$ cat src/rtl/eth_tx_axis_arbiter_if.sv
// eth_tx_axis_arbiter_if: AXI-Stream packet bus carrying data, the 80-bit header in tuser, and keep.
interface eth_tx_axis_arbiter_if #(
    parameter int P_DATA_WIDTH = 64,
    parameter int P_USER_WIDTH = 80,
    parameter int P_KEEP_WIDTH = P_DATA_WIDTH / 8
);
    logic [P_DATA_WIDTH-1:0] tdata;
    logic [P_USER_WIDTH-1:0] tuser;
    logic [P_KEEP_WIDTH-1:0] tkeep;
    logic                    tlast;
    logic                    tvalid;
    logic                    tready;
    modport master (output tdata, tuser, tkeep, tlast, tvalid, input tready);
    modport slave  (input tdata, tuser, tkeep, tlast, tvalid, output tready);
endinterface

$ cat src/rtl/eth_tx_axis_arbiter.sv
// eth_tx_axis_arbiter: two-source packet-level round-robin AXIS merger for the 10G TX path.
// The grant is held from the first beat to tlast; the datapath is a pure combinational mux.
module eth_tx_axis_arbiter (
    input  logic                         i_clk,
    input  logic                         i_rst_n,
    eth_tx_axis_arbiter_if.slave         s0_axis,
    eth_tx_axis_arbiter_if.slave         s1_axis,
    eth_tx_axis_arbiter_if.master        m_axis,
    output logic [1:0]                   o_grant,
    output logic [15:0]                  o_pkt_cnt0,
    output logic [15:0]                  o_pkt_cnt1
);
    typedef enum logic [1:0] {IDLE, GNT0, GNT1} state_t;
    state_t      state_q, state_d;
    logic        last_src_q, last_src_d;
    logic        mid_q, mid_d;
    logic [15:0] cnt0_q, cnt0_d, cnt1_q, cnt1_d;
    logic        g0, g1, xfer, eop0, eop1;
    always_comb begin
        g0 = state_q == GNT0;
        g1 = state_q == GNT1;
        m_axis.tdata   = g0 ? s0_axis.tdata  : g1 ? s1_axis.tdata  : '0;
        m_axis.tuser   = g0 ? s0_axis.tuser  : g1 ? s1_axis.tuser  : '0;
        m_axis.tkeep   = g0 ? s0_axis.tkeep  : g1 ? s1_axis.tkeep  : '0;
        m_axis.tlast   = g0 ? s0_axis.tlast  : g1 ? s1_axis.tlast  : 1'b0;
        m_axis.tvalid  = g0 ? s0_axis.tvalid : g1 ? s1_axis.tvalid : 1'b0;
        s0_axis.tready = g0 & m_axis.tready;
        s1_axis.tready = g1 & m_axis.tready;
        xfer = ((g0 & s0_axis.tvalid) | (g1 & s1_axis.tvalid)) & m_axis.tready;
        eop0 = g0 & xfer & s0_axis.tlast;
        eop1 = g1 & xfer & s1_axis.tlast;
        last_src_d = eop0 ? 1'b0 : eop1 ? 1'b1 : last_src_q;
        mid_d  = (eop0 | eop1) ? 1'b0 : xfer ? 1'b1 : mid_q;
        cnt0_d = (eop0 && cnt0_q != 16'hFFFF) ? cnt0_q + 16'd1 : cnt0_q;
        cnt1_d = (eop1 && cnt1_q != 16'hFFFF) ? cnt1_q + 16'd1 : cnt1_q;
        // Between packets an idle owner gives the bus back so the other source cannot starve.
        state_d = g0 ? (eop0 ? (s1_axis.tvalid ? GNT1 : s0_axis.tvalid ? GNT0 : IDLE)
                             : (!mid_q && !s0_axis.tvalid) ? IDLE : GNT0)
                : g1 ? (eop1 ? (s0_axis.tvalid ? GNT0 : s1_axis.tvalid ? GNT1 : IDLE)
                             : (!mid_q && !s1_axis.tvalid) ? IDLE : GNT1)
                : (s0_axis.tvalid && s1_axis.tvalid) ? (last_src_q ? GNT0 : GNT1)
                : s0_axis.tvalid ? GNT0 : s1_axis.tvalid ? GNT1 : IDLE;
    end
    always_ff @(posedge i_clk or negedge i_rst_n) begin
        if (!i_rst_n) begin
            state_q    <= IDLE;
            last_src_q <= 1'b1;
            mid_q      <= 1'b0;
            cnt0_q     <= '0;
            cnt1_q     <= '0;
        end else begin
            state_q    <= state_d;
            last_src_q <= last_src_d;
            mid_q      <= mid_d;
            cnt0_q     <= cnt0_d;
            cnt1_q     <= cnt1_d;
        end
    end
    assign o_grant    = {g1, g0};
    assign o_pkt_cnt0 = cnt0_q;
    assign o_pkt_cnt1 = cnt1_q;
endmodule

$ cat src/flat_wrapper.sv
// flat-port wrapper written by rule: the top's interface ports become plain ports
module eth_tx_axis_arbiter_flat 
  (i_clk, i_rst_n, o_grant, o_pkt_cnt0, o_pkt_cnt1, s0_axis_tdata, s0_axis_tuser, s0_axis_tkeep, s0_axis_tlast, s0_axis_tvalid, s0_axis_tready, s1_axis_tdata, s1_axis_tuser, s1_axis_tkeep, s1_axis_tlast, s1_axis_tvalid, s1_axis_tready, m_axis_tdata, m_axis_tuser, m_axis_tkeep, m_axis_tlast, m_axis_tvalid, m_axis_tready);
  eth_tx_axis_arbiter_if s0_axis_i ();
  eth_tx_axis_arbiter_if s1_axis_i ();
  eth_tx_axis_arbiter_if m_axis_i ();
  input  logic i_clk;
  input  logic i_rst_n;
  output logic [1:0] o_grant;
  output logic [15:0] o_pkt_cnt0;
  output logic [15:0] o_pkt_cnt1;
  input wire logic [$bits(s0_axis_i.tdata)-1:0] s0_axis_tdata;
  input wire logic [$bits(s0_axis_i.tuser)-1:0] s0_axis_tuser;
  input wire logic [$bits(s0_axis_i.tkeep)-1:0] s0_axis_tkeep;
  input wire logic [$bits(s0_axis_i.tlast)-1:0] s0_axis_tlast;
  input wire logic [$bits(s0_axis_i.tvalid)-1:0] s0_axis_tvalid;
  output wire logic [$bits(s0_axis_i.tready)-1:0] s0_axis_tready;
  input wire logic [$bits(s1_axis_i.tdata)-1:0] s1_axis_tdata;
  input wire logic [$bits(s1_axis_i.tuser)-1:0] s1_axis_tuser;
  input wire logic [$bits(s1_axis_i.tkeep)-1:0] s1_axis_tkeep;
  input wire logic [$bits(s1_axis_i.tlast)-1:0] s1_axis_tlast;
  input wire logic [$bits(s1_axis_i.tvalid)-1:0] s1_axis_tvalid;
  output wire logic [$bits(s1_axis_i.tready)-1:0] s1_axis_tready;
  output wire logic [$bits(m_axis_i.tdata)-1:0] m_axis_tdata;
  output wire logic [$bits(m_axis_i.tuser)-1:0] m_axis_tuser;
  output wire logic [$bits(m_axis_i.tkeep)-1:0] m_axis_tkeep;
  output wire logic [$bits(m_axis_i.tlast)-1:0] m_axis_tlast;
  output wire logic [$bits(m_axis_i.tvalid)-1:0] m_axis_tvalid;
  input wire logic [$bits(m_axis_i.tready)-1:0] m_axis_tready;
  assign s0_axis_i.tdata = s0_axis_tdata;
  assign s0_axis_i.tuser = s0_axis_tuser;
  assign s0_axis_i.tkeep = s0_axis_tkeep;
  assign s0_axis_i.tlast = s0_axis_tlast;
  assign s0_axis_i.tvalid = s0_axis_tvalid;
  assign s0_axis_tready = s0_axis_i.tready;
  assign s1_axis_i.tdata = s1_axis_tdata;
  assign s1_axis_i.tuser = s1_axis_tuser;
  assign s1_axis_i.tkeep = s1_axis_tkeep;
  assign s1_axis_i.tlast = s1_axis_tlast;
  assign s1_axis_i.tvalid = s1_axis_tvalid;
  assign s1_axis_tready = s1_axis_i.tready;
  assign m_axis_tdata = m_axis_i.tdata;
  assign m_axis_tuser = m_axis_i.tuser;
  assign m_axis_tkeep = m_axis_i.tkeep;
  assign m_axis_tlast = m_axis_i.tlast;
  assign m_axis_tvalid = m_axis_i.tvalid;
  assign m_axis_i.tready = m_axis_tready;
  eth_tx_axis_arbiter u_core (.i_clk(i_clk), .i_rst_n(i_rst_n), .s0_axis(s0_axis_i), .s1_axis(s1_axis_i), .m_axis(m_axis_i), .o_grant(o_grant), .o_pkt_cnt0(o_pkt_cnt0), .o_pkt_cnt1(o_pkt_cnt1));
endmodule
$ cat config.mk
export PLATFORM = sky130hd
export DESIGN_NAME = eth_tx_axis_arbiter_flat
export DESIGN_NICKNAME = d
export VERILOG_FILES = /design/src/rtl/eth_tx_axis_arbiter_if.sv /design/src/rtl/eth_tx_axis_arbiter.sv /design/src/flat_wrapper.sv
export SDC_FILE = /design/constraint.sdc
export NUM_CORES = 1
export LEC_CHECK = 0
export CORE_AREA = 2 2 194 196
export DETAILED_ROUTE_END_ITERATION = 10
export DIE_AREA = 0 0 196 198
export GPL_ROUTABILITY_DRIVEN = 0
export GPL_TIMING_DRIVEN = 0
export SYNTH_ARGS = -nofsm -noshare
export SYNTH_HDL_FRONTEND = slang
export SYNTH_SLANG_ARGS = --single-unit
$ cat constraint.sdc
create_clock -name i_clk -period 3.15 [get_ports i_clk]
set_input_delay 0.315 -clock i_clk [delete_from_list [all_inputs] [get_ports i_clk]]
set_output_delay 0.315 -clock i_clk [all_outputs]
set_load 0.03 [all_outputs]
==> load_flow_metrics.sql <==
INSERT INTO impl_metrics (metric_group, metric, value, unit) VALUES
('outcome', 'status', 'completed', ''),
('power_and_ir_drop', 'ir_drop', '318', 'uV'),
('clock_network', 'clk_transition_reported_paths', '0.06', 'ns'),
('die', 'die_width', '196', 'um'),
('yosys', 'postSynthAreaPerCell', '9.39', 'sq um'),
('routing', 'routed_via_density', '3.98', ''),
('sta', 'final_max_slew_viol_count', '0', ''),
('routing', 'wl_met1', '11.9', 'mm'),
('die', 'initial_utilization', '9.32', '%'),
('clock_network', 'clk_latency', '0.28', 'ns'),
('routing', 'wl_met2', '13.9', 'mm'),
('power_and_ir_drop', 'report.power.total', '7.73', 'mW'),
('layout', 'fin_area', '9260', 'sq um'),
('setup_path', 'startpoint', 'u_core.state_q[0]', ''),
('layout', 'layoutNonFillerInstCount', '1353', ''),
('routing', 'highest_layer', 'met5', ''),
('setup_path', 'r2r_setup_slack', '1.20', 'ns'),
('yosys', 'synth-warning-count', '0', ''),
('sta', 'max_freq', '341', 'MHz'),
('clock_network', 'root_buffer', 'sky130_fd_sc_hd__clkbuf_16', ''),
('layout', 'nFillCells', '3943', ''),
('power_and_ir_drop', 'power.static_leakage', '3.62', 'nW'),
('global_route', 'grt_start_max_net_pins', '37', ''),
('clock_network', 'h_tree_level_count', '2', ''),
('layout', 'drive_above_1_share', '6.29', '%'),
('sta', 'fin_skew', '0.00646', 'ns'),
('yosys', 'mappedNetlistNets', '680', ''),
('global_route', 'grt_first_pass_wirelength', '37.5', 'mm'),
('setup_path', 'r2r.worst_path.cells', '5', ''),
('global_route', 'antenna_violations_before_repair', '7', ''),
('clock_network', 'cts_tree', 'yes', ''),
('yosys', 'asyncSetResetFlopFracSynth', '100', '%'),
('routing', 'met3WireLength', '1.96', 'mm'),
('setup_path', 'timing.critical_path.to_type', 'primary output', ''),
('setup_path', 'critical_path_required', '2.83', 'ns'),
('sta', 'timing_hold_violations_final', '0', ''),
('job', 'cap_viol_max_count', '0', ''),
('routing', 'drt_pre_antenna_iters', '4', ''),
('layout', 'area_delta_synth_final', '169', '%'),
('power_and_ir_drop', 'power_density', '835', 'nW/um^2'),
('routing', 'dr_total_vias', '5390', ''),
('sta', 'tightest_slew_margin_relative_to_the_limit', '46.4', '%'),
('placed_design', 'placed_area', '9040', 'sq um'),
('clock_network', 'cts-hold-fix-buffers', '0', ''),
('setup_path', 'cp_slowest_stage_delay', '0.72', 'ns'),
('setup_path', 'kind_of_start_point_of_the_critical_path', 'flip-flop', ''),
('power_and_ir_drop', 'swShare', '51.9', '%'),
('die', 'rows', '71', ''),
('routing', 'routed_wire_length_per_instance', '20.8', 'um'),
('routing', 'detailed_router_s_first_iteration_violation_count', '286', ''),
('clock_network', 'cts-buffers-inserted', '5', ''),
('yosys', 'synth_seq_area_share', '26.2', '%'),
('sta', 'final.min_clock_period', '2.93', 'ns'),
('sta', 'finalSetupViolations', '0', ''),
('placed_design', 'place_hpwl', '24.6', 'mm'),
('global_route', 'globalRouteOverflowTotal', '0', ''),
('clock_network', 'cts_post_setup_buffers_inserted', '0', ''),
('clock_network', 'cts_max_path_bufs', '2', ''),
('die', 'ioPinCount', '501', ''),
('layout', 'fin_nets', '1187', ''),
('sta', 'post-route-period-util', '93.1', '%'),
('routing', 'drc', '0', ''),
('setup_path', 'worst_ep_arrival_time', '2.62', 'ns'),
('worst_hold_path', 'hold_path.class', 'input pin to async pin', ''),
('die', 'design.core.area', '37000', 'sq um'),
('placed_design', 'port-buffer-count', '500', ''),
('global_route', 'grt_usage', '13.3', '%'),
('yosys', 'synth_enable_flop_cells', '0', ''),
('global_route', 'vias_in_the_first_global_route', '5157', ''),
('yosys', 'synthesis.area', '3450', 'sq um'),
('yosys', 'post_synth_num_cell_types', '50', '');
## registers in the layout (all words and copies together), names as in the netlist
register / cells
u_core.last_src_q: 1
u_core.mid_q: 1
u_core.state_q: 2
u_core.o_pkt_cnt1: 16
u_core.o_pkt_cnt0: 16
## power groups by stage
stage	Sequential (mW)	Combinational, mW	Clock, mW
6_report	0.619	6.51	0.608
2_1_floorplan	0.679	3.51	0
5_1_grt	0.632	6.81	0.641
4_1_cts	0.619	6.56	0.624
3_5_place_dp	0.625	6.53	0
3_3_place_gp	0.623	6.52	0
## worst max-delay path, delay by kind of cell (launching register included)
family          cells  cell delay (ns)
buf+inv             3             1.34
flops               1             0.45
compound gates      1             0.25
simple gates        1             0.29
## cell usage in the layout (no fill, tap or decap), types with 3 or more instances in the layout
cell type	Yosys	final
sky130_fd_sc_hd__o211ai_1	5	5
sky130_fd_sc_hd__mux2_1	3	3
sky130_fd_sc_hd__and3_1	7	7
sky130_fd_sc_hd__clkdlybuf4s50_1	0	494
sky130_fd_sc_hd__clkbuf_1	14	7
sky130_fd_sc_hd__nand4_1	13	13
sky130_fd_sc_hd__buf_2	18	18
sky130_fd_sc_hd__a22o_1	153	153
sky130_fd_sc_hd__nor2b_1	4	4
sky130_fd_sc_hd__nand2_1	9	9
sky130_fd_sc_hd__diode_2	0	4
sky130_fd_sc_hd__dfrtp_1	35	35
sky130_fd_sc_hd__nor2_1	7	7
sky130_fd_sc_hd__nand3_1	7	7
sky130_fd_sc_hd__clkbuf_16	0	5
sky130_fd_sc_hd__xnor2_1	16	16
sky130_fd_sc_hd__dlymetal6s2s_1	0	4
sky130_fd_sc_hd__inv_1	4	4
sky130_fd_sc_hd__and2_1	3	3
sky130_fd_sc_hd__nor3_1	3	3
sky130_fd_sc_hd__xor2_1	11	11
sky130_fd_sc_hd__clkbuf_2	0	11
sky130_fd_sc_hd__buf_4	2	4
sky130_fd_sc_hd__nor4_1	5	5
sky130_fd_sc_hd__o2111ai_1	4	4
## routing by layer
layer | GRT usage [%] | vias to the layer above
met2 | 22.4 | 236
met3 | 3.19 | 29
met4 | 3.06 | 6
met5 | 0 | -
li1 | - | 2529
met1 | 17.1 | 2590
## final cells by class
cell class	instances	area, sq um	area share [%]
timing repair buffer	500	5010	54.1
multi-input combinational	285	2340	25.3
sequential	36	902	9.74
tap	474	593	6.40
buffer	40	200	2.16
clock buffer	7	153	1.65
clock inverter	1	30.0	0.324
inverter	6	22.5	0.243
antenna	4	10.0	0.108
## Yosys cell counts, types with 2 or more instances
cell type	instances	area (sq um)
sky130_fd_sc_hd__a22o_1	153	1340
sky130_fd_sc_hd__dfrtp_1	35	876
sky130_fd_sc_hd__buf_2	18	90.1
sky130_fd_sc_hd__xnor2_1	16	140
sky130_fd_sc_hd__clkbuf_1	14	52.6
sky130_fd_sc_hd__nand4_1	13	81.3
sky130_fd_sc_hd__xor2_1	11	96.3
sky130_fd_sc_hd__nand2_1	9	33.8
sky130_fd_sc_hd__and3_1	7	43.8
sky130_fd_sc_hd__nand3_1	7	35.0
sky130_fd_sc_hd__nor2_1	7	26.3
sky130_fd_sc_hd__buf_1	6	22.5
sky130_fd_sc_hd__nor4_1	5	31.3
sky130_fd_sc_hd__o211ai_1	5	37.5
sky130_fd_sc_hd__inv_1	4	15.0
sky130_fd_sc_hd__nor2b_1	4	25.0
sky130_fd_sc_hd__o2111ai_1	4	35.0
sky130_fd_sc_hd__and2_1	3	18.8
sky130_fd_sc_hd__mux2_1	3	33.8
sky130_fd_sc_hd__nor3_1	3	15.0
sky130_fd_sc_hd__a2111oi_2	2	30.0
sky130_fd_sc_hd__a211oi_1	2	15.0
sky130_fd_sc_hd__a22oi_1	2	15.0
sky130_fd_sc_hd__and4_1	2	17.5
sky130_fd_sc_hd__buf_4	2	15.0
sky130_fd_sc_hd__ha_1	2	25.0
sky130_fd_sc_hd__inv_2	2	7.51
sky130_fd_sc_hd__mux2i_1	2	20.0
sky130_fd_sc_hd__nand3_2	2	20.0
sky130_fd_sc_hd__o21ai_0	2	10.0
## worst max-delay path by stage
stage / depth (start not counted) / endpoint / slack, ns
2_1_floorplan: 5 / u_core.o_pkt_cnt1[14] / 1.24
3_3_place_gp: 5 / m_axis_tuser[6] / -0.20
3_5_place_dp: 5 / m_axis_tuser[6] / -0.23
4_1_cts: 5 / m_axis_tdata[52] / 0.03
5_1_grt: 5 / m_axis_tuser[68] / -0.004
6_report: 5 / m_axis_tuser[68] / 0.22
## kinds of logic after synthesis
logic type | after synthesis | share of synthesized area (%)
and+or+nand+nor | 71 | 12.9
DFF | 36 | 26.2
xor gates and xnor gates | 27 | 6.86
muxes | 5 | 1.56
adders and majority gates | 2 | 0.726
buffers and inverters | 46 | 5.88
AOI/OAI and AO/OA | 180 | 45.9
## through the flow
step,utilization [%],setup WS (ns)
6_report,25.1,0.216
5_1_grt,25.1,-0.00403
4_1_cts,25.0,0.0252
3_5_place_dp,24.5,-0.229
3_3_place_gp,24.5,-0.200
2_1_floorplan,-,1.24
## repair_timing
action	4_1_cts	5_1_grt
gates resized for setup	6	18
hold endpoints to repair	0	0
setup endpoints to repair	100	67
cloned	0	0
(Power assumes the default switching activity.)
